**src/rtl/vga_timing.sv**
```systemverilog
`default_nettype none
// ============================================================================
// Module      : vga_timing
// Description : Free-running raster timing generator (counters, sync, blank,
//               frame_start). Optional frame_cnt port via VGA_FRAME_COUNTER_EN.
// Revision    : 1.0 - initial release
// ============================================================================
module vga_timing #(
    parameter int H_ACTIVE     = 800,
    parameter int H_SYNC_START = 840,
    parameter int H_SYNC_LEN   = 128,
    parameter int H_TOTAL      = 1056,
    parameter int V_ACTIVE     = 600,
    parameter int V_SYNC_START = 601,
    parameter int V_SYNC_LEN   = 4,
    parameter int V_TOTAL      = 628
) (
    input  logic        pclk,
    input  logic        rst,
    output logic [11:0] hcount,
    output logic        hsync,
    output logic        hblnk,
    output logic [11:0] vcount,
    output logic        vsync,
    output logic        vblnk,
`ifdef VGA_FRAME_COUNTER_EN
    output logic        frame_start,
    output logic [15:0] frame_cnt
`else
    output logic        frame_start
`endif
);

    localparam logic [11:0] H_LAST = 12'(H_TOTAL - 1);
    localparam logic [11:0] V_LAST = 12'(V_TOTAL - 1);
    // Thresholds are 13 bits so a sync window ending exactly at 4096 still compares correctly.
    localparam logic [12:0] H_ACT  = 13'(H_ACTIVE);
    localparam logic [12:0] HS_BEG = 13'(H_SYNC_START);
    localparam logic [12:0] HS_END = 13'(H_SYNC_START + H_SYNC_LEN);
    localparam logic [12:0] V_ACT  = 13'(V_ACTIVE);
    localparam logic [12:0] VS_BEG = 13'(V_SYNC_START);
    localparam logic [12:0] VS_END = 13'(V_SYNC_START + V_SYNC_LEN);

    logic [11:0] hcount_q, hcount_d;
    logic [11:0] vcount_q, vcount_d;
    logic        hsync_q, hsync_d;
    logic        hblnk_q, hblnk_d;
    logic        vsync_q, vsync_d;
    logic        vblnk_q, vblnk_d;
    logic        frame_start_q, frame_start_d;
    logic        h_wrap;
    logic        v_wrap;
    logic [12:0] h_next;
    logic [12:0] v_next;

    always_comb begin
        h_wrap        = (hcount_q == H_LAST);
        v_wrap        = (vcount_q == V_LAST);
        hcount_d      = h_wrap ? 12'd0 : hcount_q + 12'd1;
        vcount_d      = vcount_q;
        if (h_wrap) begin
            vcount_d  = v_wrap ? 12'd0 : vcount_q + 12'd1;
        end
        frame_start_d = h_wrap && v_wrap;
        // Flags decoded from the next count so they line up with the registered counts.
        h_next        = {1'b0, hcount_d};
        v_next        = {1'b0, vcount_d};
        hblnk_d       = (h_next >= H_ACT);
        hsync_d       = (h_next >= HS_BEG) && (h_next < HS_END);
        vblnk_d       = (v_next >= V_ACT);
        vsync_d       = (v_next >= VS_BEG) && (v_next < VS_END);
    end

    always_ff @(posedge pclk or negedge rst) begin
        if (!rst) begin
            hcount_q      <= 12'd0;
            vcount_q      <= 12'd0;
            hsync_q       <= 1'b0;
            hblnk_q       <= 1'b0;
            vsync_q       <= 1'b0;
            vblnk_q       <= 1'b0;
            frame_start_q <= 1'b0;
        end else begin
            hcount_q      <= hcount_d;
            vcount_q      <= vcount_d;
            hsync_q       <= hsync_d;
            hblnk_q       <= hblnk_d;
            vsync_q       <= vsync_d;
            vblnk_q       <= vblnk_d;
            frame_start_q <= frame_start_d;
        end
    end

    assign hcount      = hcount_q;
    assign vcount      = vcount_q;
    assign hsync       = hsync_q;
    assign hblnk       = hblnk_q;
    assign vsync       = vsync_q;
    assign vblnk       = vblnk_q;
    assign frame_start = frame_start_q;

`ifdef VGA_FRAME_COUNTER_EN
    logic [15:0] frame_cnt_q, frame_cnt_d;

    assign frame_cnt_d = frame_start_d ? frame_cnt_q + 16'd1 : frame_cnt_q;

    always_ff @(posedge pclk or negedge rst) begin
        if (!rst) begin
            frame_cnt_q <= 16'd0;
        end else begin
            frame_cnt_q <= frame_cnt_d;
        end
    end

    assign frame_cnt = frame_cnt_q;
`endif

endmodule
`default_nettype wire
```
**config.mk**
```make
export PLATFORM = sky130hd
export DESIGN_NAME = vga_timing
export DESIGN_NICKNAME = d
export VERILOG_FILES = /design/src/rtl/vga_timing.sv
export SDC_FILE = /design/constraint.sdc
export NUM_CORES = 1
export LEC_CHECK = 0
export CAP_MARGIN = 15
export CORE_MARGIN = 4
export CORE_UTILIZATION = 50
export DETAILED_ROUTE_END_ITERATION = 10
export GPL_TIMING_DRIVEN = 0
export PLACE_DENSITY_LB_ADDON = 0.25
export SETUP_SLACK_MARGIN = 0.2
export SLEW_MARGIN = 20
export SYNTH_ARGS = -nofsm -noshare
export SYNTH_HDL_FRONTEND = slang
export SYNTH_SLANG_ARGS = --single-unit
```
**constraint.sdc**
```tcl
create_clock -name pclk -period 3.53 [get_ports pclk]
set_clock_uncertainty 0.1 [all_clocks]
set_input_delay 0.353 -clock pclk [delete_from_list [all_inputs] [get_ports pclk]]
set_output_delay 0.353 -clock pclk [all_outputs]
set_load 0.02 [all_outputs]
```
==> out/results.env, run 1 <==
ROUTEDWLPERCELL_UM=15.3
HOLD_WS_NS=-0.00624
CLK_ROOT_BUFFER_CELL='sky130_fd_sc_hd__clkbuf_8'
WL_UM=4420
CLOCK.FMAX_MHz=398
ROUTE.VIAS.TOTAL=1729
DRT_ITER0_MARKERS=154
CLOCK_LATENCY_NS=0.28
MAX_CAP_VIOLATIONS=0
SYNTH.YOSYS.SEQ_AREA_SHARE_PCT=38.7
DRTANTENNAVIOLNETS=0
SYNTH_WARNINGS=0
CLK_PIN_SLEW_NS=0.06
GRT_START_MAX_NET_PINS=30
SETUP_VIOL_COUNT_FINAL=0
CRIT_FANOUT=10
FAILING_CHECKS='negative hold slack'
R2R_CELLS=7
POSTCTSSETUPBUFFERS=0
CLASS_OF_THE_WORST_HOLD_PATH='in2async'
SHARE_OF_THE_CYCLE_NEEDED_BY_THE_CRITICAL_PATH_AFTER_ROUTING_PCT=71.2
CTS_BUFFER_DEPTH=2
GRT.TOTAL_USAGE_PCT=19.2
DIE-AREA_UM2=4790
ANTENNADIODECOUNT=0
SYNTH_CELL_TYPES=52
SYNTHCELLS=205
LAYOUT.NETS=246
DESIGN.PORTCOUNT=31
HOLD_VIOL_FINAL=23
TIGHTEST_SLEW_NS=0.650
PLACE.DETAILED.HPWL_UM=3120
GRT_SETUP_UNREPAIRED='false'
PLACED_CELLS_INCL_TAPS=281
WORSTSETUPPATHTYPE='reg2reg'
NUMCTSBUFFERS=5
SYN_AREA_PER_CELL_UM2=9.15
CRIT_REQUIRED_NS=3.57
AREA.GROWTH.SYNTH_TO_FINAL_PCT=23.2
PLACE.GP.CONGESTION=0.911
CORE_AREA_UM2=3470
POWER_DENSITY_nW_PER_UM2=261
SYN-NUM-NETS=209
HOLD_BUFFERS=0
OVERFLOW=0
TIMING_MAX_TRANSITION_VIOLATIONS_FINAL=0
ROUTE.DETAILED.DRC=0
POSTSYNTH.TOPFLOPCELL='sky130_fd_sc_hd__dfrtp_1'
CRIT_ARRIVAL_NS=2.56
FIN_TNS_SETUP_NS=0
DRT_FIRST_PASS_ITERS=4
AREA_OF_THE_MAPPED_NETLIST_UM2=1880
DIEWIDTH_UM=69.2
WORST_SLEW_MARGIN_REL_PCT=56.7
GRT_PASS1_VIAS=1620
FIN_CELLS=289
POST-ROUTE-MIN-PERIOD_NS=2.51
SETUP.WORST_PATH.START_CLASS='flip-flop'
CTS_TREE='yes'
LEAKAGE_POWER_nW=0.954
DP_SLACK_NS=1.05
CTS_SINKS=29
SYNTH-EDFF-COUNT=0
START_UTIL_PCT=54.1
DRT-VIAS-PER-INSTANCE=5.98
SYNTH.FF_LATCH_COUNT=29
LAYOUT.CORE_UTILIZATION_PCT=66.6
POST_CTS_RESIZED=0
SYNTH-ASYNC-RESET-RATIO_PCT=100
WORST_SLACK_NS=1.02
NUMBER_OF_ANTENNA_VIOLATIONS_AT_THE_FIRST_CHECK_IN_GLOBAL_ROUTING=0
FIRST_PASS_GRT_WIRE_LENGTH_UM=7500
IR_DROP_WORST_CASE_VDD_mV=0.178
CRITPATHCAPTURETYPE='flip-flop'
OUTCOME='finished with violations'
ROWS=21
IO_BUFFERS=30
HTREEDEPTH=2
DIE_SPAN_Y_UM=69.2
FINAL_LAYOUT_SIZE_SUFFIX_GT1_SHARE_PCT=11.5
-- where the power goes --
part | switching [W] | internal [W]
clock | 0.000128 | 0.000136
combinational | 0.00000624 | 0.000000397
sequential | 0 | 0.000332
-- critical path, cell delays in order (launching register included) --
cell                       delay (ns)
sky130_fd_sc_hd__dfrtp_1         0.42
sky130_fd_sc_hd__ha_1            0.25
sky130_fd_sc_hd__and4_1          0.20
sky130_fd_sc_hd__buf_2           0.20
sky130_fd_sc_hd__nand3_1         0.39
sky130_fd_sc_hd__o21ai_0         0.27
sky130_fd_sc_hd__nor4b_1         0.37
sky130_fd_sc_hd__o221ai_1        0.19
-- stage by stage --
stage	cell area, µm²	power [W]
final	2310	0.000603
after global routing	2310	0.000627
after CTS	2310	0.000613
after detailed placement	2230	0.000346
after global placement	2230	0.000346
after floorplan	1880	0.000339
-- synth_stat cells (all sizes together) (3+ instances only) --
| library cell | n | area [µm²] |
|---|---|---|
| nand4 | 9 | 56.3 |
| xor2 | 5 | 43.8 |
| a31oi | 5 | 31.3 |
| inv | 3 | 11.3 |
| and3 | 8 | 56.3 |
| nor3 | 7 | 40.0 |
| xnor2 | 12 | 105 |
| o21ai | 5 | 25.0 |
| nand3 | 14 | 70.1 |
| clkbuf | 7 | 26.3 |
| nand2 | 20 | 75.1 |
| nand2b | 4 | 25.0 |
| dfrtp | 29 | 726 |
| nor2b | 4 | 25.0 |
| a21oi | 6 | 30.0 |
| buf | 9 | 51.3 |
| a22oi | 3 | 27.5 |
| nor2 | 9 | 33.8 |
| and4 | 6 | 52.6 |
| and2 | 3 | 18.8 |
| nor4b | 4 | 47.6 |
-- cells by family after synthesis --
group	Yosys count	share of synthesized area [%]
adders and majority gates	2	1.33
xor gates and xnor gates	17	7.94
AOI/OAI and AO/OA	36	13.7
and+or+nand+nor	99	31.8
muxes	3	1.73
DFF	29	38.7
buffers and inverters	19	4.74
-- metal layers --
metal / up-vias / global-route usage [%] / part of all wire, %
li1: 838 / - / -
met1: 831 / 24.1 / 43
met2: 48 / 31.9 / 50
met3: 12 / 4.49 / 4.8
met4: 0 / 7.16 / 2.0
met5: - / 0 / 0
-- layout make-up --
class                   count  area (µm²)
plain buffers              16        77.6
clock buffers               6        72.6
clock inverters             2        10.0
fillers                   322        1160
inverters                   3        11.3
multi-input cells         157        1060
flip-flops and latches     29         726
well taps                  46        57.6
repair buffers             30         295
-- flip-flops by register name (all words and copies together), names as in the netlist --
name         count
frame_start      1
hblnk            1
hcount          12
hsync            1
vblnk            1
vcount          12
vsync            1
-- cell usage in the layout, fill, tap and decap left out, types with 2 or more instances in the layout --
cell,n
sky130_fd_sc_hd__a22oi_1,2
sky130_fd_sc_hd__and3b_1,2
sky130_fd_sc_hd__nand2_1,20
sky130_fd_sc_hd__inv_1,3
sky130_fd_sc_hd__nor3_1,6
sky130_fd_sc_hd__nor4_1,2
sky130_fd_sc_hd__clkbuf_8,5
sky130_fd_sc_hd__clkdlybuf4s50_1,29
sky130_fd_sc_hd__xnor2_1,12
sky130_fd_sc_hd__buf_2,9
sky130_fd_sc_hd__clkinv_2,2
sky130_fd_sc_hd__o31ai_1,2
sky130_fd_sc_hd__clkbuf_1,8
sky130_fd_sc_hd__ha_1,2
sky130_fd_sc_hd__nand3_1,14
sky130_fd_sc_hd__nand4_1,9
sky130_fd_sc_hd__a311o_1,2
sky130_fd_sc_hd__mux2_2,2
sky130_fd_sc_hd__nor4b_1,2
sky130_fd_sc_hd__a21oi_1,6
sky130_fd_sc_hd__and2_1,3
sky130_fd_sc_hd__nor2_1,9
sky130_fd_sc_hd__xor2_1,5
sky130_fd_sc_hd__nand3b_1,2
sky130_fd_sc_hd__dfrtp_1,29
sky130_fd_sc_hd__or4b_1,2
sky130_fd_sc_hd__nor2b_1,4
sky130_fd_sc_hd__nand2b_1,4
sky130_fd_sc_hd__nor4b_2,2
sky130_fd_sc_hd__a31oi_1,5
sky130_fd_sc_hd__and3_1,6
sky130_fd_sc_hd__and4_1,6
sky130_fd_sc_hd__o21ai_0,5
-- final timing paths --
check	slack (ns)	start	endpoint
worst max-delay path	1.02	hcount[0]	vblnk
worst min-delay path	-0.006	rst	hsync
worst max register to register	1.02	hcount[0]	vblnk
worst min register to register	0.43	hcount[0]	hcount[0]
max in group asynchronous	2.92	rst	vcount[9]
min in group pclk	0.43	hcount[0]	hcount[0]
No activity file was read; power rests on OpenSTA's default activity.
==> inputs of run 2 (changes only) <==
==> constraint.sdc (replaced) <==
create_clock -name pclk -period 2.4 [get_ports pclk]
set_clock_uncertainty 0.1 [all_clocks]
set_input_delay 0.24 -clock pclk [delete_from_list [all_inputs] [get_ports pclk]]
set_output_delay 0.24 -clock pclk [all_outputs]
set_load 0.02 [all_outputs]
==> run 2 against run 1 <==
Compared with the run above: the run now ends clean; die area unchanged; cell area rose by 11%; first-iteration DRC count decreased by 2.6%; setup slack worse by 0.78 ns; critical path depth fell by 2; power increased by 50%; core utilization up 7.4 points; sequential cell count unchanged; clock power increased by 53%; largest power group unchanged; highest routed layer unchanged.
==> out/results.env, run 2 (synthesized netlist as in run 1, its figures left out) <==
CLK_PIN_SLEW_NS=0.07
WL_UM=4870
HOLD_WS_NS=0.400
CLOCK.FMAX_MHz=462
DIE-AREA_UM2=4790
CLASS_OF_THE_WORST_HOLD_PATH='in2async'
CRIT_FANOUT=10
LAUNCHING_ELEMENT_OF_THE_WORST_SETUP_PATH='hcount[9]'
FIRST_PASS_GRT_WIRE_LENGTH_UM=7630
NUMBER_OF_ANTENNA_VIOLATIONS_AT_THE_FIRST_CHECK_IN_GLOBAL_ROUTING=0
TIMING.RR.START='hcount[9]'
ROWS=21
CRIT_FAMILY='simple AND/OR/NAND/NOR gates'
CRIT-REG2REG-CAPTURE='vblnk'
OVERFLOW=0
CLOCK_LATENCY_NS=0.29
POST_ROUTE_TOTAL_POWER_W=0.000904
GRT_SETUP_UNREPAIRED='true'
LAYOUT.NETS=259
DP_SLACK_NS=-0.0228
CRITPATHCAPTURETYPE='flip-flop'
ROUTE.VIAS.TOTAL=1781
SHARE_OF_THE_CYCLE_NEEDED_BY_THE_CRITICAL_PATH_AFTER_ROUTING_PCT=90.2
START_UTIL_PCT=54.1
TIGHTEST_SLEW_NS=0.632
CRIT_ARRIVAL_NS=2.22
DIEWIDTH_UM=69.2
CTS_BUFFER_DEPTH=2
WORST_SLACK_NS=0.235
IO_BUFFERS=30
IR_DROP_WORST_CASE_VDD_mV=0.309
POWER_DENSITY_nW_PER_UM2=352
PLACE.DETAILED.HPWL_UM=3170
CTS_SINKS=29
GRT.TOTAL_USAGE_PCT=19.7
POST-ROUTE-MIN-PERIOD_NS=2.16
SETUP.WORST_PATH.START_CLASS='flip-flop'
SETUP_VIOL_COUNT_FINAL=0
OUTCOME='finished clean'
CP_CELL_SEQUENCE='nor4b_4 > nand3_2 > o21ai_0 > nor4b_4 > o221ai_2'
DIE_SPAN_Y_UM=69.2
WORST_SLEW_MARGIN_REL_PCT=57.8
PLACE.GP.CONGESTION=0.913
CORE_AREA_UM2=3470
ROUTEDWLPERCELL_UM=16.1
LAYOUT.CORE_UTILIZATION_PCT=74.1
FINAL_CELL_MIX='sky130_fd_sc_hd__clkdlybuf4s50_1 (29), sky130_fd_sc_hd__dfrtp_1 (25), sky130_fd_sc_hd__nand2_1 (19), sky130_fd_sc_hd__buf_4 (13), sky130_fd_sc_hd__nand3_1 (13)'
AREA.GROWTH.SYNTH_TO_FINAL_PCT=37.0
HTREEDEPTH=2
LEAKAGE_POWER_nW=1.05
HOLD_VIOL_FINAL=0
STANDARD_CELL_WITH_THE_MAXIMUM_STAGE_DELAY_ON_THE_CRITICAL_PATH='sky130_fd_sc_hd__dfrtp_1'
DRTANTENNAVIOLNETS=0
R2R_CELLS=5
R2R_SETUP_SLACK_NS=0.24
CRITPATHMAXSTAGEDELAY_NS=0.49
WORSTSETUPPATHTYPE='reg2reg'
DRT-VIAS-PER-INSTANCE=5.90
CRIT_REQUIRED_NS=2.45
FIN_TNS_SETUP_NS=0
FINAL_LAYOUT_SIZE_SUFFIX_GT1_SHARE_PCT=23.8
DRT_ITER0_MARKERS=150
GRT_PASS1_VIAS=1644
TIMING_MAX_TRANSITION_VIOLATIONS_FINAL=0
ANTENNADIODECOUNT=0
DESIGN.PORTCOUNT=31
PATH_BUF_INV=0
CTS_TREE='yes'
LAYOUT_COMMONEST_CELL='sky130_fd_sc_hd__clkdlybuf4s50_1'
DRT_FIRST_PASS_ITERS=4
ROUTE.DETAILED.DRC=0
MAX_CAP_VIOLATIONS=0
GRT_START_MAX_NET_PINS=30
NUMCTSBUFFERS=5
CLK_ROOT_BUFFER_CELL='sky130_fd_sc_hd__clkbuf_8'
PATH_COMMON_CELL='sky130_fd_sc_hd__nor4b_4'
-- run 2: cell types whose count changed in the layout (fill, tap and decap cells not counted), sizes merged --
cell	delta
clkinvlp	+1
dlygate4sd3	+1
buf	+12
clkbuf	-1
-- run 2: through the flow --
step,cells,instance area (µm²)
floorplan,205,1880
global placement,281,2240
detailed placement,281,2230
CTS,292,2380
global route,302,2570
finish,302,2570
-- run 2: repair_timing --
action / CTS / global route
hold buffers: 1 / 0
pin swaps: 2 / 7
endpoints found under the hold margin: 29 / 0
setup endpoints to repair: 4 / 5
buffers inserted: 2 / 10
resized for setup: 9 / 30
-- run 2: worst reg2reg max path, delay by kind of cell, from the launching register on --
kind | cells | cell delay (ns)
AOI/OAI and AO/OA | 2 | 0.45
DFF | 1 | 0.49
and+or+nand+nor | 3 | 1.00
-- run 2: layer usage --
| metal | global-route usage, % | up-vias | wire length, µm |
|---|---|---|---|
| met3 | 4.93 | 16 | 205 |
| met2 | 32.5 | 62 | 2450 |
| met1 | 24.4 | 845 | 2080 |
| li1 | - | 858 | - |
| met5 | 0 | - | 0 |
| met4 | 8.46 | 0 | 130 |
-- run 2: worst max-delay path by stage --
| stage | endpoint | slack [ns] | cells past startpoint |
|---|---|---|---|
| final | vblnk | 0.24 | 5 |
| after global routing | vblnk | 0.09 | 5 |
| after CTS | vblnk | 0.20 | 8 |
| after detailed placement | vblnk | -0.02 | 7 |
| after global placement | vblnk | -0.02 | 7 |
| after floorplan | vsync | 0.22 | 7 |
-- run 2: cell type report --
class	count	area (µm²)
Fill cell	255	900
Inverter	3	11.3
Clock inverter	3	17.5
Multi-Input combinational cell	157	1180
Timing Repair Buffer	43	399
Sequential cell	29	731
Clock buffer	5	68.8
Tap cell	46	57.6
Buffer	16	108
-- run 2: report_power, final --
group / internal, W / switching [W]
combinational: 0.00000163 / 0.00000908
sequential: 0.000489 / 0
clock: 0.000200 / 0.000205
==> inputs of run 3 (changes only) <==
--- a/config.mk
+++ b/config.mk
@@ -5,6 +5,7 @@
 export SDC_FILE = /design/constraint.sdc
 export NUM_CORES = 1
 export LEC_CHECK = 0
+export ABC_CLOCK_PERIOD_IN_PS = 2400
 export CAP_MARGIN = 15
 export CORE_MARGIN = 4
 export CORE_UTILIZATION = 50
==> results of run 3 <==
Same layout as run 2: the final DEF is identical, and so are final timing and power.
